===== src/rtl/audio_pkg.sv =====
// Shared types and helpers for the HDMI audio front end: channel mode
// encodings and a saturating arithmetic shift used by the sample datapath.
package audio_pkg;

  typedef enum logic [1:0] {
    MODE_NORMAL     = 2'b00,
    MODE_MONO       = 2'b01,
    MODE_SWAP       = 2'b10,
    MODE_NORMAL_ALT = 2'b11
  } audio_mode_e;

  // Arithmetic right shift, then clamp into a signed field of 'width' bits.
  function automatic logic signed [63:0] sat_shift(input logic signed [63:0] value,
                                                   input int shift,
                                                   input int width);
    logic signed [63:0] v;
    logic signed [63:0] hi;
    logic signed [63:0] lo;
    v  = value >>> shift;
    hi = (64'sd1 <<< (width - 1)) - 64'sd1;
    lo = -(64'sd1 <<< (width - 1));
    if (v > hi) return hi;
    if (v < lo) return lo;
    return v;
  endfunction

endpackage


===== src/rtl/audio_clk_gen.sv =====
// Audio sample clock generator: divides the pixel clock into a ~50% duty
// clk_audio and a one-cycle sample_stb aligned with each clk_audio rise.
module audio_clk_gen #(
  parameter int DIV_WIDTH = 9
) (
  input  logic                 clk,
  input  logic                 reset_n,
  input  logic [DIV_WIDTH-1:0] audio_div,
  output logic                 clk_audio,
  output logic                 sample_stb
);

  logic [DIV_WIDTH-1:0] count;

  // The >= compare (not ==) means a divisor lowered below the running count
  // wraps on the very next clock instead of counting all the way round.
  always_ff @(posedge clk or negedge reset_n) begin
    if (!reset_n) begin
      count      <= '0;
      clk_audio  <= 1'b0;
      sample_stb <= 1'b0;
    end else begin
      sample_stb <= 1'b0;
      if (count < audio_div) begin
        count <= count + DIV_WIDTH'(1);
      end else begin
        count      <= '0;
        clk_audio  <= ~clk_audio;
        sample_stb <= ~clk_audio;
      end
    end
  end

endmodule


===== src/rtl/hdmi_audio_mixer.sv =====
// HDMI audio front end: sample clock generation, per-channel pre-scale with
// saturation, mono/swap routing and a click-free ramped volume gain.
module hdmi_audio_mixer
  import audio_pkg::*;
#(
  parameter int CHANNELS  = 2,
  parameter int IN_WIDTH  = 18,
  parameter int OUT_WIDTH = 16,
  parameter int PRE_SHIFT = 2,
  parameter int VOL_BITS  = 4,
  parameter int DIV_WIDTH = 9,
  parameter int RAMP_EN   = 1
) (
  input  logic                          clk,
  input  logic                          reset_n,
  input  logic [DIV_WIDTH-1:0]          audio_div,
  input  logic [CHANNELS*IN_WIDTH-1:0]  audio_in,
  input  logic [VOL_BITS-1:0]           volume,
  input  logic                          mute,
  input  logic [1:0]                    mode,
  output logic                          clk_audio,
  output logic                          sample_stb,
  output logic [CHANNELS*OUT_WIDTH-1:0] audio_out,
  output logic                          out_valid,
  output logic [VOL_BITS:0]             gain
);

  localparam int LOG2C = $clog2(CHANNELS);
  localparam int GW    = VOL_BITS + 1;
  localparam int PW    = OUT_WIDTH + VOL_BITS + 2;

  audio_clk_gen #(
    .DIV_WIDTH(DIV_WIDTH)
  ) u_clk_gen (
    .clk       (clk),
    .reset_n   (reset_n),
    .audio_div (audio_div),
    .clk_audio (clk_audio),
    .sample_stb(sample_stb)
  );

  // Gain target: all-ones volume maps to 2^VOL_BITS so unity is exact.
  logic [GW-1:0] target_gain;

  always_comb begin
    target_gain = GW'(volume);
    if (mute || (volume == '0)) begin
      target_gain = '0;
    end else if (&volume) begin
      target_gain = GW'(1) << VOL_BITS;
    end
  end

  always_ff @(posedge clk or negedge reset_n) begin
    if (!reset_n) begin
      gain <= '0;
    end else if (sample_stb) begin
      if (RAMP_EN == 0) begin
        gain <= target_gain;
      end else if (gain < target_gain) begin
        gain <= gain + GW'(1);
      end else if (gain > target_gain) begin
        gain <= gain - GW'(1);
      end
    end
  end

  // Three-stage pipeline: capture (S1), scale/route (S2), gain (S3).
  // out_valid is a one-cycle strobe without back-pressure; audio_out is
  // updated in that cycle and then held until the next strobe.
  logic [CHANNELS*IN_WIDTH-1:0]           s1_q;
  audio_mode_e                            mode_q;
  logic                                   v1_q;
  logic                                   v2_q;
  logic [CHANNELS-1:0][OUT_WIDTH-1:0]     s2_d;
  logic [CHANNELS-1:0][OUT_WIDTH-1:0]     s2_q;
  logic [CHANNELS-1:0][OUT_WIDTH-1:0]     scaled;
  logic [CHANNELS-1:0][OUT_WIDTH-1:0]     norm_sat;
  logic signed [63:0]                     ext [CHANNELS];
  logic signed [PW-1:0]                   prod [CHANNELS];
  logic signed [63:0]                     mono_sum;
  logic [OUT_WIDTH-1:0]                   mono_sat;

  // Mono sums the shifted but not yet saturated values, so one loud channel
  // cannot clip before averaging.
  always_comb begin
    mono_sum = '0;
    for (int k = 0; k < CHANNELS; k++) begin
      mono_sum = mono_sum + (ext[k] >>> PRE_SHIFT);
    end
  end

  assign mono_sat = OUT_WIDTH'(sat_shift(mono_sum, LOG2C, OUT_WIDTH));

  for (genvar k = 0; k < CHANNELS; k++) begin : g_ch
    assign ext[k]      = 64'($signed(s1_q[k*IN_WIDTH +: IN_WIDTH]));
    assign norm_sat[k] = OUT_WIDTH'(sat_shift(ext[k], PRE_SHIFT, OUT_WIDTH));

    assign s2_d[k] = (mode_q == MODE_MONO) ? mono_sat :
                     (mode_q == MODE_SWAP) ? norm_sat[CHANNELS-1-k] :
                                             norm_sat[k];

    // Gain is unsigned; the extra zero bit keeps the multiply signed.
    assign prod[k]   = PW'($signed(s2_q[k])) * PW'($signed({1'b0, gain}));
    assign scaled[k] = OUT_WIDTH'(prod[k] >>> VOL_BITS);
  end

  always_ff @(posedge clk or negedge reset_n) begin
    if (!reset_n) begin
      s1_q      <= '0;
      mode_q    <= MODE_NORMAL;
      v1_q      <= 1'b0;
      v2_q      <= 1'b0;
      s2_q      <= '0;
      audio_out <= '0;
      out_valid <= 1'b0;
    end else begin
      v1_q      <= sample_stb;
      v2_q      <= v1_q;
      out_valid <= v2_q;
      if (sample_stb) begin
        s1_q   <= audio_in;
        mode_q <= audio_mode_e'(mode);
      end
      if (v1_q) begin
        s2_q <= s2_d;
      end
      if (v2_q) begin
        audio_out <= scaled;
      end
    end
  end

endmodule

===== config.mk =====
export PLATFORM = sky130hd
export DESIGN_NAME = hdmi_audio_mixer
export DESIGN_NICKNAME = d
export VERILOG_FILES = /design/src/rtl/audio_pkg.sv /design/src/rtl/audio_clk_gen.sv /design/src/rtl/hdmi_audio_mixer.sv
export SDC_FILE = /design/constraint.sdc
export NUM_CORES = 1
export LEC_CHECK = 0
export ABC_AREA = 1
export CORE_MARGIN = 2
export CORE_UTILIZATION = 53
export CTS_BUF_LIST = sky130_fd_sc_hd__clkbuf_2
export CTS_CLUSTER_DIAMETER = 200
export DETAILED_ROUTE_END_ITERATION = 10
export PLACE_DENSITY = 0.84
export SLEW_MARGIN = 20
export SYNTH_ARGS = -nofsm -noshare
export SYNTH_HDL_FRONTEND = slang
export SYNTH_SLANG_ARGS = --single-unit

===== constraint.sdc =====
create_clock -name clk -period 8.9 [get_ports clk]
set_input_delay 1.78 -clock clk [delete_from_list [all_inputs] [get_ports clk]]
set_output_delay 1.78 -clock clk [all_outputs]
set_load 0.01 [all_outputs]

==> Word level (Yosys, flattened, before mapping) <==
Index checks and enable logic that the tools add are counted.
{ "totals": {"reg_bits": 121, "output_inout_bits": 40, "wordCells": 66} }
{ "op_classes": {"addsub": 4, "n_mul": 2, "magnitude_cmp": 9, "n_eq_ne": 2, "muxes": 31, "bitwise": 1, "n_reduce_logical": 5} }
{ "ops": {"columns": ["operator", "n"], "rows": [
  ["$mux 16", 16],
  ["$gt 16x16->1 const B", 3],
  ["$lt 16x16->1 const B", 3],
  ["$mul 16x6->20", 2],
  ["$mux 5", 4],
  ["$add 16x16->17", 1],
  ["$mux 1", 10],
  ["$add 9x1->9 const B", 1],
  ["$lt 9x9->1", 1],
  ["$mux 9", 1],
  ["$add 5x1->5 const B", 1],
  ["$gt 5x5->1", 1],
  ["$lt 5x5->1", 1],
  ["$sub 5x1->5 const B", 1],
  ["$logic_not 4->1", 1],
  ["$reduce_and 4->1", 1],
  ["$eq 2x1->1 const B", 1],
  ["$eq 2x2->1 const B", 1],
  ["$reduce_and 2->1", 1],
  ["$reduce_bool 2->1", 1],
  ["$logic_or 1x1->1", 1],
  ["$not 1->1", 1]
]} }

==> Longest topological paths before layout <==
{ "logic_depth": {"ltp_word": 7, "ltp_mapped": 21} }

==> Modules after synthesis <==
A second synthesis with hierarchy kept.
{ "unflattened": {"cells_unflattened": 1805, "area_unflattened_um2": 12404.4} }
{ "modules_own_cells": {"columns": ["module", "n_inst", "cells_per_inst", "area_each_um2"], "rows": [
  ["hdmi_audio_mixer", 1, 1708, 11637.4],
  ["audio_clk_gen", 1, 97, 767.0]
]} }

==> Worst setup path before layout <==
OpenSTA, ideal clock, no wires.
{ "synth_path": {"path_type": "input to register", "start": "input port volume[0]", "end": "register gain[4]", "setup_ps": 121, "arrival_time_ps": 4079, "required_ps": 8779, "setup_slack_ps": 4700, "path_stages": 17, "n_path_buf": 0, "path_cell_list": "inv_1 -> nor4_1 -> inv_1 -> nand3_1 -> ha_1 -> nand2_1 -> inv_1 -> o21bai_1 -> nand3_1 -> fa_1 -> nand2_1 -> nand2_1 -> a21oi_1 -> xor2_1 -> nor2_1 -> nor2_1 -> nor2_1"} }
{ "synth_between": {"elab_chain_len": 6} }
{ "synth_lines": {"columns": ["item", "line", "text"], "rows": [
  ["from (decl)", "hdmi_audio_mixer.sv:18", "input logic [VOL_BITS-1:0] volume,"],
  ["$reduce_and 4->1 / $logic_not 4->1 (equally long branches)", "hdmi_audio_mixer.sv:49, hdmi_audio_mixer.sv:47", null],
  ["$mux 5 / $logic_or 1x1->1 (equally long branches)", "hdmi_audio_mixer.sv:49, hdmi_audio_mixer.sv:47", null],
  ["$mux 5 *", "hdmi_audio_mixer.sv:47", "if (mute || (volume == '0)) begin"],
  ["$lt 5x5->1 / $gt 5x5->1 (equally long branches)", "hdmi_audio_mixer.sv:60, hdmi_audio_mixer.sv:62", null],
  ["$reduce_bool 2->1 (no line)", null, null],
  ["$reduce_and 2->1 (no line)", null, null],
  ["to (signal assigned)", "hdmi_audio_mixer.sv:59", "gain <= target_gain;"],
  ["to (signal assigned)", "hdmi_audio_mixer.sv:61", "gain <= gain + GW'(1);"],
  ["to (signal assigned)", "hdmi_audio_mixer.sv:63", "gain <= gain - GW'(1);"],
  ["to (decl)", "hdmi_audio_mixer.sv:25", "output logic [VOL_BITS:0] gain"]
]} }
Mark *: on every way between the ends. The rest lies on a longest branch, timed or not.
A chain may end at the register's enable or synchronous reset.

==> Final worst setup path <==
{ "layout_path": {"start": "input port volume[1]", "end": "register gain[4]"} }
The elaborated chain is that of the path after synthesis.

==> flow_metrics.py <==
metrics = {
    "setup_path": {
        "critPathKind": "input port to register",
        "cp-start-kind": "input port",
        "required_ps": 9530,
        "arrival_ps": 5060,
        "worst-path-max-fanout": 6,
        "path_buf_inv": 4,
        "path_delay_family": "simple AND/OR/NAND/NOR gates",
        "slowest_delay_ps": 480,
        "cp_cell_sequence": "clkdlybuf4s50_1, inv_1, nor4_1, inv_1, nand3_1, ha_1, nand2_1, inv_1, o21bai_1, nand3_1, fa_1, nand2_1, nand2_1, a21oi_1, xor2_1, nor2_1, nor2_1, nor2_1",
        "setup.worst_path.end_class": "register",
        "slowest_stage": "clkdlybuf4s50_1",
    },
    "logic_synthesis": {
        "postSynthAreaPerCell_sq_um": 6.938,
        "yosysSeqAreaShare_pct": 24.14,
        "synth_edf_count": 0,
        "yosys_warnings": 0,
        "ys_types": 35,
        "synthesis.area_sq_mm": 0.01213,
        "synthTopCellsByArea": "dfrtp_1 24%, nand2_1 16%, fa_1 16%",
        "ys.flop_type": "dfrtp_1",
        "syn-instance-count": 1748,
        "yosysTopAreaCell": "dfrtp_1",
        "synth-seq-cells": 117,
        "synthArstFlopShare_pct": 100.0,
        "synth_fp_nets": 1994,
        "synth_top_area_share_pct": 24.14,
    },
    "routing": {
        "drtAntennaViolNets": 0,
        "routedWlPerCell_microns": 13.13,
        "vias": 10810,
        "vias_per_cell": 5.106,
        "routed_wl_microns": 27780,
        "dr.pass1.iters": 5,
        "drt_iter0_drc": 718,
        "route.detailed.drc": 0,
    },
    "placement": {
        "io_buffers": 89,
        "gp_congestion": 0.8996,
        "dp_hpwl_microns": 21390,
    },
    "clock_network": {
        "ctsHoldBuffers": 0,
        "tritoncts": "yes",
        "cts_setup_buffers": 0,
        "clk_path_buf_depth": 2,
        "cts_root_buffer": "clkbuf_2",
        "cts_resized": 0,
        "ctsHtreeMaxLevel": 4,
        "numCtsBuffers": 17,
        "insertion_delay_ps": 750,
        "cts.clk_slew.worst_paths_ps": 230,
        "cts_sinks": 117,
    },
    "cells_and_area": {
        "num-nets-final": 2063,
        "fillers": 2051,
        "synthToLayoutAreaGrowth_pct": 11.52,
        "drive_gt1_share_pct": 3.115,
    },
    "die": {
        "die_y_microns": 155.3,
        "die_x_microns": 155.3,
        "ioPinCount": 94,
        "rows": 55,
        "die-area_sq_mm": 0.02411,
        "start_util_pct": 53.73,
        "coreArea_sq_mm": 0.02257,
    },
    "global_route": {
        "grt_pass1_vias": 10420,
        "grt_overflow": 0,
        "grt_util_all_layers_pct": 24.16,
        "antenna_found_initial": 1,
        "grt_max_degree": 73,
        "grt_pass1_wl_microns": 48070,
    },
    "sta": {
        "setup_viol": 0,
        "slew_headroom_pct": 40.15,
        "rsz0062_at_grt": "no",
        "fmax_mhz": 225.7,
        "hold_ws_ps": 491.2,
        "finalCriticalPeriod_ps": 4431,
        "setup_tns_ps": 0,
        "finalCritPeriodShare_pct": 49.78,
        "fin_skew_ps": 62.78,
        "tightest_slew_ps": 897.7,
        "hold_viol": 0,
        "finalMaxSlewViolations": 0,
    },
    "job": {
        "maxCapViolations": 0,
    },
    "worst_hold_path": {
        "hp-class": "register to register",
    },
    "status": {
        "status": "complete, no violations",
    },
}
[worst paths after layout]
path,endpoint,slack (ps),from,depth (start not counted)
setup / recovery,gain[4],4470,volume[1],18
hold / removal,u_clk_gen.count[0],490,u_clk_gen.count[0],1
setup reg to reg,audio_out[27],4620,gain[2],20
hold reg to reg,u_clk_gen.count[0],490,u_clk_gen.count[0],1
max in group asynchronous,s2_q[10],6590,reset_n,2
min in group asynchronous,audio_out[29],1100,reset_n,1
[flip-flops by register name, indices dropped and copies added (netlist names)]
signal                cells
v2_q                      1
out_valid                 1
mode_q                    2
u_clk_gen.sample_stb      1
s1_q                     32
u_clk_gen.count           9
v1_q                      1
audio_out                32
u_clk_gen.clk_audio       1
gain                      5
s2_q                     32
[through the flow]
| step | worst slack [ps] | util (%) | area (sq um) | instances |
|---|---|---|---|---|
| 2_1_floorplan | 4700 | - | 12130 | 1748 |
| 3_3_place_gp | 4006 | 58.69 | 13250 | 2083 |
| 3_5_place_dp | 3785 | 58.69 | 13250 | 2083 |
| 4_1_cts | 4562 | 59.91 | 13520 | 2115 |
| 5_1_grt | 4271 | 59.92 | 13530 | 2116 |
| 6_report | 4469 | 59.92 | 13530 | 2116 |
[Yosys cell counts (16+ instances only)]
cell        n
fa_1       94
xnor2_1    16
nand2_1   504
a21oi_1   127
ha_1       98
clkbuf_1   30
inv_1     428
nor2_1     87
nand3_1    70
dfrtp_1   117
o21ai_0    69
[final cells by class]
type / instances / area [sq um] / area share, %
Tap cell: 285 / 356.6 / 2.636
Multi-Input combinational cell: 1152 / 7383 / 54.59
Clock inverter: 15 / 191.4 / 1.415
Timing Repair Buffer: 99 / 963.4 / 7.123
Inverter: 430 / 1614 / 11.93
Clock buffer: 17 / 85.08 / 0.6290
Antenna cell: 1 / 2.502 / 0.01850
Sequential cell: 117 / 2929 / 21.66
[routing by layer]
metal,global-route usage (%),vias up,part of all wire (%)
met4,4.893,0,1.2
met2,40.11,387,47
met3,4.095,30,6.6
met1,33.66,4987,45
met5,0,-,0
li1,-,5401,-
[cell usage in the layout, fill, tap and decap left out, types with 7 or more instances in the layout]
cell and n:
a21oi_1 127, a31oi_1 10, buf_4 11, clkbuf_2 17
clkdlybuf4s50_1 88, dfrtp_1 116, fa_1 94, ha_1 98
inv_1 428, nand2_1 504, nand3_1 70, nand3b_1 7
nor2_1 87, nor3_1 15, o21ai_0 69, xnor2_1 16
xor2_1 11
[cells by family after synthesis]
| logic type | share of synthesized area, % |
|---|---|
| and+or+nand+nor | 23.59 |
| muxes | 0.1857 |
| buffers and inverters | 14.98 |
| AOI/OAI and AO/OA | 9.522 |
| xor gates and xnor gates | 1.950 |
| DFF | 24.14 |
| adders and majority gates | 25.63 |
Power is left out: the tool's default activity adds up to more than one toggle a clock period on the data nets, which glitch-free logic cannot reach.
